<file path="config.mk">
export PLATFORM = sky130hd
export DESIGN_NAME = gadget
export DESIGN_NICKNAME = d
export VERILOG_FILES = /design/src/rtl/gadget.sv
export SDC_FILE = /design/constraint.sdc
export NUM_CORES = 2
export LEC_CHECK = 0
export ABC_CLOCK_PERIOD_IN_PS = 6400
export CORE_AREA = 3 3 410 412
export DETAILED_ROUTE_END_ITERATION = 10
export DIE_AREA = 0 0 413 415
export PLACE_DENSITY = 0.49
export SLEW_MARGIN = 30
export SYNTH_ARGS = -nofsm -noshare
export SYNTH_HDL_FRONTEND = slang
export SYNTH_SLANG_ARGS = --single-unit
</file>
<file path="constraint.sdc">
create_clock -name clk -period 6.4 [get_ports clk]
set_input_delay 1.6 -clock clk [delete_from_list [all_inputs] [get_ports clk]]
set_output_delay 1.6 -clock clk [all_outputs]
set_load 0.1 [all_outputs]
</file>
<file path="src/rtl/gadget.sv">
// Power-up manager for the 16x16 arena: hidden gadgets, reveal by blast,
// pickup by players, and per-player bomb capacity / blast length counters.
module gadget #(
  parameter int CAP_INIT = 1,
  parameter int CAP_MAX  = 5,
  parameter int LEN_INIT = 1,
  parameter int LEN_MAX  = 3
) (
  input  logic         clk,
  input  logic         rst,
  input  logic [7:0]   p1_cor,
  input  logic [7:0]   p2_cor,
  input  logic [255:0] i_explode,
  output logic [2:0]   o_p1_cap,
  output logic [2:0]   o_p2_cap,
  output logic [1:0]   o_p1_len,
  output logic [1:0]   o_p2_len,
  output logic [2:0]   o_gadget_state_grid [0:255],
  output logic         p2_able_to_add_bomb
);

  localparam logic [2:0] CAP_INIT_V = 3'(CAP_INIT);
  localparam logic [2:0] CAP_MAX_V  = 3'(CAP_MAX);
  localparam logic [1:0] LEN_INIT_V = 2'(LEN_INIT);
  localparam logic [1:0] LEN_MAX_V  = 2'(LEN_MAX);

  localparam logic [2:0] ST_NONE   = 3'd0;
  localparam logic [2:0] ST_HID_B  = 3'd1;
  localparam logic [2:0] ST_HID_R  = 3'd2;
  localparam logic [2:0] ST_REV_B  = 3'd3;
  localparam logic [2:0] ST_REV_R  = 3'd4;

  logic [2:0] grid [0:255];
  logic [2:0] p1_tile, p2_tile;
  logic       p1_take, p2_take;

  function automatic logic [2:0] init_tile(input logic [7:0] idx);
    if (idx[1:0] == 2'd1 && idx[5:4] == 2'd3)
      return ST_HID_B;
    else if (idx[1:0] == 2'd3 && idx[5:4] == 2'd1)
      return ST_HID_R;
    else
      return ST_NONE;
  endfunction

  assign p1_tile = grid[p1_cor];
  assign p2_tile = grid[p2_cor];
  assign p1_take = (p1_tile == ST_REV_B) || (p1_tile == ST_REV_R);
  // Shared tile goes to player 1 only.
  assign p2_take = ((p2_tile == ST_REV_B) || (p2_tile == ST_REV_R)) && (p2_cor != p1_cor);

  always_ff @(posedge clk) begin
    if (rst) begin
      for (int i = 0; i < 256; i++)
        grid[i] <= init_tile(8'(i));
      o_p1_cap <= CAP_INIT_V;
      o_p2_cap <= CAP_INIT_V;
      o_p1_len <= LEN_INIT_V;
      o_p2_len <= LEN_INIT_V;
    end else begin
      // Only hidden tiles react to a blast; revealed/empty tiles ignore it.
      for (int i = 0; i < 256; i++) begin
        if (i_explode[i] && (grid[i] == ST_HID_B || grid[i] == ST_HID_R))
          grid[i] <= grid[i] + 3'd2;
      end
      if (p1_take) begin
        grid[p1_cor] <= ST_NONE;
        if (p1_tile == ST_REV_B && o_p1_cap < CAP_MAX_V)
          o_p1_cap <= o_p1_cap + 3'd1;
        if (p1_tile == ST_REV_R && o_p1_len < LEN_MAX_V)
          o_p1_len <= o_p1_len + 2'd1;
      end
      if (p2_take) begin
        grid[p2_cor] <= ST_NONE;
        if (p2_tile == ST_REV_B && o_p2_cap < CAP_MAX_V)
          o_p2_cap <= o_p2_cap + 3'd1;
        if (p2_tile == ST_REV_R && o_p2_len < LEN_MAX_V)
          o_p2_len <= o_p2_len + 2'd1;
      end
    end
  end

  assign o_gadget_state_grid = grid;
  assign p2_able_to_add_bomb = (o_p2_cap < CAP_MAX_V);

endmodule

</file>
== After elaboration in Yosys (flattened, before gate mapping) ==
Cells that the tools add are included.

* Input port bits: 274
* Register bits after elaboration: 778

* Order comparisons: 8
* Bitwise gates (word level): 6
* Equality and inequality tests: 517
* Reduce and logical (&&, ||, !) cells: 525
* Mux-type cells: 525
* $add $sub $neg: 260

{| class="wikitable"
|+ Operator list
! cell !! number
|-
| two-way mux 768 bit || 3
|-
| two-way mux 3 bit || 518
|-
| bitwise AND 768 bit || 2
|-
| NOT 768 bit || 2
|-
| == test 3 x 2 -> 1 bit, second input constant || 258
|-
| adder 3 x 2 -> 3 bit, second input constant || 256
|-
| == test 3 x 1 -> 1 bit, second input constant || 256
|-
| logical AND 1 bit || 263
|-
| logical OR 1 bit || 258
|-
| binary-select mux 3 bit (select 8 bit) || 2
|-
| demux 3 bit (select 8 bit) || 2
|-
| >= comparator 9 bit, second input constant || 2
|-
| < comparator 9 x 1 -> 1 bit, second input constant || 2
|-
| NOT 8 -> 9 bit || 2
|-
| != test 8 bit || 1
|-
| AND reduction 2 bit || 4
|-
| adder 3 x 1 -> 3 bit, second input constant || 2
|-
| == test 3 bit, second input constant || 2
|-
| < comparator 3 bit, second input constant || 2
|-
| adder 2 x 1 -> 2 bit, second input constant || 2
|-
| < comparator 2 bit, second input constant || 2
|}

== Logic depth before layout (Yosys ltp) ==
* Word-level depth: 11
* Gate-level depth with buffers: 18
* Gate-level depth less buffers: 9

== Worst setup path after synthesis ==
Ideal clock, no wire load.

* Path type: input port to flip-flop
* Start point: input p2_cor[1]
* End point: register grid (netlist bit o_gadget_state_grid[642])
* Cell stages on the path: 15
* Data required time: 6.251 ns
* Arrival time: 4.943 ns
* Slack: 1.308 ns
* Cells stage by stage: buf_4 > buf_2 > buf_1 > mux4_2 > a22oi_1 > a21oi_1 > o41ai_1 > nand4_1 > or4b_1 > buf_2 > and2_1 > buf_2 > buf_6 > nor4_4 > a2111oi_2

* Cells in the longest elaborated chain, start to end: 8
* Elaborated cells between the ends (all ways): 17
* Classes of those cells: order compare: 2; eq/ne: 3; mux: 6; bitwise: 3; reduce/logical: 3

{| class="wikitable"
|+ Ends and longest elaborated chain
! element !! RTL line !! RTL
|-
| start, declared || 12 || <nowiki>input logic [7:0] p2_cor,</nowiki>
|-
| NOT 8 -> 9 bit (not written as such) || 47, 74 ||
|-
| binary-select mux 3 bit (select 8 bit) (tied with other cells) || 47 || <nowiki>assign p2_tile = grid[p2_cor];</nowiki>
|-
| two-way mux 3 bit (not written as such) / logical AND 1 bit (equally long branches) || 47, 74 ||
|-
| two-way mux 3 bit (on tied branches) || 47, 74 ||
|-
| == test 3 x 2 -> 1 bit (tied with other cells) || 50 || <nowiki>assign p2_take = ((p2_tile == ST_REV_B) || (p2_tile == ST_REV_R)) && (p2_cor != p1_cor);</nowiki>
|-
| logical OR 1 bit / NOT 768 bit (equally long branches) || n/a ||
|-
| logical AND 1 bit / bitwise AND 768 bit (equally long branches) || n/a ||
|-
| two-way mux 768 bit * || 73 || <nowiki>if (p2_take) begin</nowiki>
|-
| end signal, assigned by index || 55 || <nowiki>grid[i] <= init_tile(8'(i));</nowiki>
|-
| end signal, assigned by index || 64 || <nowiki>grid[i] <= grid[i] + 3'd2;</nowiki>
|-
| end, declared || 33 || <nowiki>logic [2:0] grid [0:255];</nowiki>
|}

Mark *: on every way between the ends. The rest lies on a longest branch, timed or not. The select of a mux whose other input is x is not followed.
A chain may end at the register's enable or synchronous reset.

== Final worst setup path ==
* Start point: input p2_cor[4]
* End point: register grid (netlist bit o_gadget_state_grid[199])

The elaborated chain is that of the path after synthesis.

==> results.json <==
{
  "status": "finished, final reports clean",
  "wirelength_um": 308800,
  "end_kind": "flip-flop",
  "ys_warn_count": 0,
  "final_nets": 6026,
  "maxSlewHeadroom_pct": 26.72,
  "cts_resized": 0,
  "grt_use_total_pct": 34.39,
  "ios": 1053,
  "synth_xor_area_share_pct": 0.2032,
  "max_freq_mhz": 171.3,
  "cts_tree": "yes",
  "clkLatencyLatePin_ns": 0.74,
  "grt_pass1_wl_um": 414500,
  "netlist_top_cells_count": "dfxtp_1, nand2_1, mux4_2, o21ai_0, a221oi_1",
  "synth_area_um2": 47410,
  "synth_edf_count": 0,
  "dieArea_um2": 171400,
  "power_leakage_nw": 22.85,
  "syn-num-nets": 5128,
  "cts-htree-levels": 3,
  "ir_drop_uv": 212.4,
  "drc": 0,
  "hold_viol": 0,
  "powerDensity_nw_per_um2": 192.1,
  "yosysTopAreaCell": "dfxtp_1",
  "hold_class": "flip-flop to flip-flop",
  "critPathArrivalTime_ns": 6.44,
  "core_area_um2": 164800,
  "cts.sinks": 778,
  "layout_worst_path_cycle_share_pct": 91.19,
  "grt_overflow": 0,
  "timing.final.crit_period_ns": 5.836,
  "synthMuxAreaShare_pct": 22.50,
  "die_x_um": 413,
  "portBuffers": 1052,
  "vias": 50765,
  "yosys_most_used_dff": "dfxtp_1",
  "yosys.area_share.simple_pct": 13.26,
  "grt_start_max_net_pins": 155,
  "syn_area_per_cell_um2": 9.776,
  "required_ns": 7.00,
  "synth_top_area_share_pct": 32.85,
  "power_w": 0.01224,
  "worst_pin_slew_ns": 1.099,
  "clock_path_buffers": 3,
  "final_antenna_net_count": 0,
  "yosysMostFrequentCell": "dfxtp_1",
  "crit_fanout": 96,
  "avgRoutedWirePerCell_um": 38.48,
  "synth_seq_cells": 778,
  "setup_violations": 0,
  "hold_slack_ns": 0.5125,
  "skew_ns": 0.03514,
  "critPathKind": "primary input to flip-flop",
  "gp_congestion": 0.9467,
  "start_kind": "primary input",
  "drt_first_pass_iters": 7,
  "ys_seq_area_share_pct": 32.85,
  "drv_cap": 0,
  "antenna_found_initial": 48,
  "grt_setup_unrepaired": "false",
  "post_cts_buffers": 0,
  "synthAdderAreaFrac_pct": 0.1056,
  "syn_inst": 4850,
  "fin_ws_ns": 0.5640,
  "start_util_pct": 28.77,
  "final_max_slew_viol_count": 0,
  "drt_iter0_drc": 6550,
  "syn_to_final_growth_pct": 34.45,
  "cts_hold_buf": 0,
  "root_buffer": "clkbuf_16",
  "clk_pin_slew_ns": 0.06,
  "avgViaCountPerCell": 6.325,
  "die_h_um": 415,
  "dp_hpwl_um": 232600,
  "ys_async_sr_fraction_pct": 0,
  "grt_pass1_vias": 47546,
  "drive_gt1_share_pct": 20.22,
  "rows": 149,
  "synth_compound_area_share_pct": 24.32,
  "synth_cell_types": 74,
  "synth_top_family_by_area": "compound AO/OA/AOI/OAI gates",
  "cts_buffers": 97,
  "fin_tns_setup_ns": 0,
  "synth_area_leaders": "dfxtp_1, mux4_2, a221oi_1",
  "dp_slack_ns": -0.07216
}
sequential cells by signal, summed over array words and instances (netlist names):
name	count
o_p1_len	2
o_gadget_state_grid	768
o_p2_cap	3
o_p2_len	2
o_p1_cap	3
stage by stage:
step	util (%)	area (um2)	std cells
floorplan	-	47410	4850
global placement	37.15	61230	7834
detailed placement	36.74	60550	7836
CTS	38.65	63700	8012
global route	38.67	63730	8018
finish	38.68	63750	8026
layout by cell type, fill, tap and decap left out, types with 11 or more instances in the layout:
master / count
clkbuf_1: 33
a21oi_1: 81
nand3_1: 25
nor4_1: 20
a211oi_1: 199
clkbuf_8: 16
and3_1: 185
mux4_2: 364
buf_4: 193
inv_1: 244
o41ai_1: 13
buf_12: 63
a22oi_1: 157
a31o_2: 11
a311oi_1: 33
o31ai_1: 85
diode_2: 12
clkinv_2: 16
nor2b_1: 34
clkbuf_16: 99
mux2i_1: 148
a222oi_1: 16
and2b_1: 40
a2111oi_2: 51
clkdlybuf4s50_1: 862
nand2_1: 412
and2_1: 41
buf_2: 162
o21ai_0: 333
nand2b_1: 183
nor2_4: 11
dfxtp_1: 778
mux2_2: 88
a221oi_1: 284
a2111oi_0: 165
nor2_1: 177
path summary, 6_finish.rpt:
check	startpoint	to	slack [ns]	depth (start not counted)
worst min register to register	o_p1_len[1]$_SDFFE_PP0P_	o_p1_len[1]$_SDFFE_PP0P_	0.51	2
worst max-delay path	p2_cor[4]	o_gadget_state_grid[199]$_SDFF_PP0_	0.56	10
worst min-delay path	o_p1_len[1]$_SDFFE_PP0P_	o_p1_len[1]$_SDFFE_PP0P_	0.51	2
worst max register to register	o_gadget_state_grid[624]$_SDFF_PP0_	o_gadget_state_grid[199]$_SDFF_PP0_	1.64	10
worst max-delay path, stage by stage:
cell and delay, ns:
clkdlybuf4s50_1 0.87, or2_2 0.67, a21oi_1 0.25, o41ai_1 0.65
nand4_1 0.25, or4b_1 0.83, a211oi_4 0.44, buf_12 0.34
a211o_1 0.22, a21oi_1 0.04
final cells by class:
class / count / area [um2]
tap: 2189 / 2739
sequential: 778 / 15570
inverter: 246 / 930.9
fill: 16597 / 101100
timing repair buffer: 1291 / 12340
multi-input combinational: 3334 / 28980
clock inverter: 29 / 342.8
clock buffer: 147 / 2808
antenna: 12 / 30.03
where the power goes:
part	internal (W)	switching, W
clock network	0.00326	0.00239
registers	0.00487	0.0000586
logic	0.000546	0.00111
cell families (layout without fill, tap and decap cells):
logic type | after synthesis | count (layout)
adders and majority gates | 4 | 4
other | 0 | 12
AOI/OAI and AO/OA | 1508 | 1508
muxes | 600 | 600
xor gates and xnor gates | 11 | 11
buffers and inverters | 738 | 1713
and+or+nand+nor | 1211 | 1211
DFF | 778 | 778
per-layer routing:
| layer | GRT usage [%] | vias to the layer above | wire, um |
|---|---|---|---|
| met3 | 10.25 | 643 | 31670 |
| met2 | 54.64 | 3251 | 141100 |
| met1 | 42.56 | 26011 | 118600 |
| met4 | 16.15 | 30 | 17310 |
| li1 | - | 20830 | - |
| met5 | 0 | - | 204 |
(Power assumes the default switching activity.)
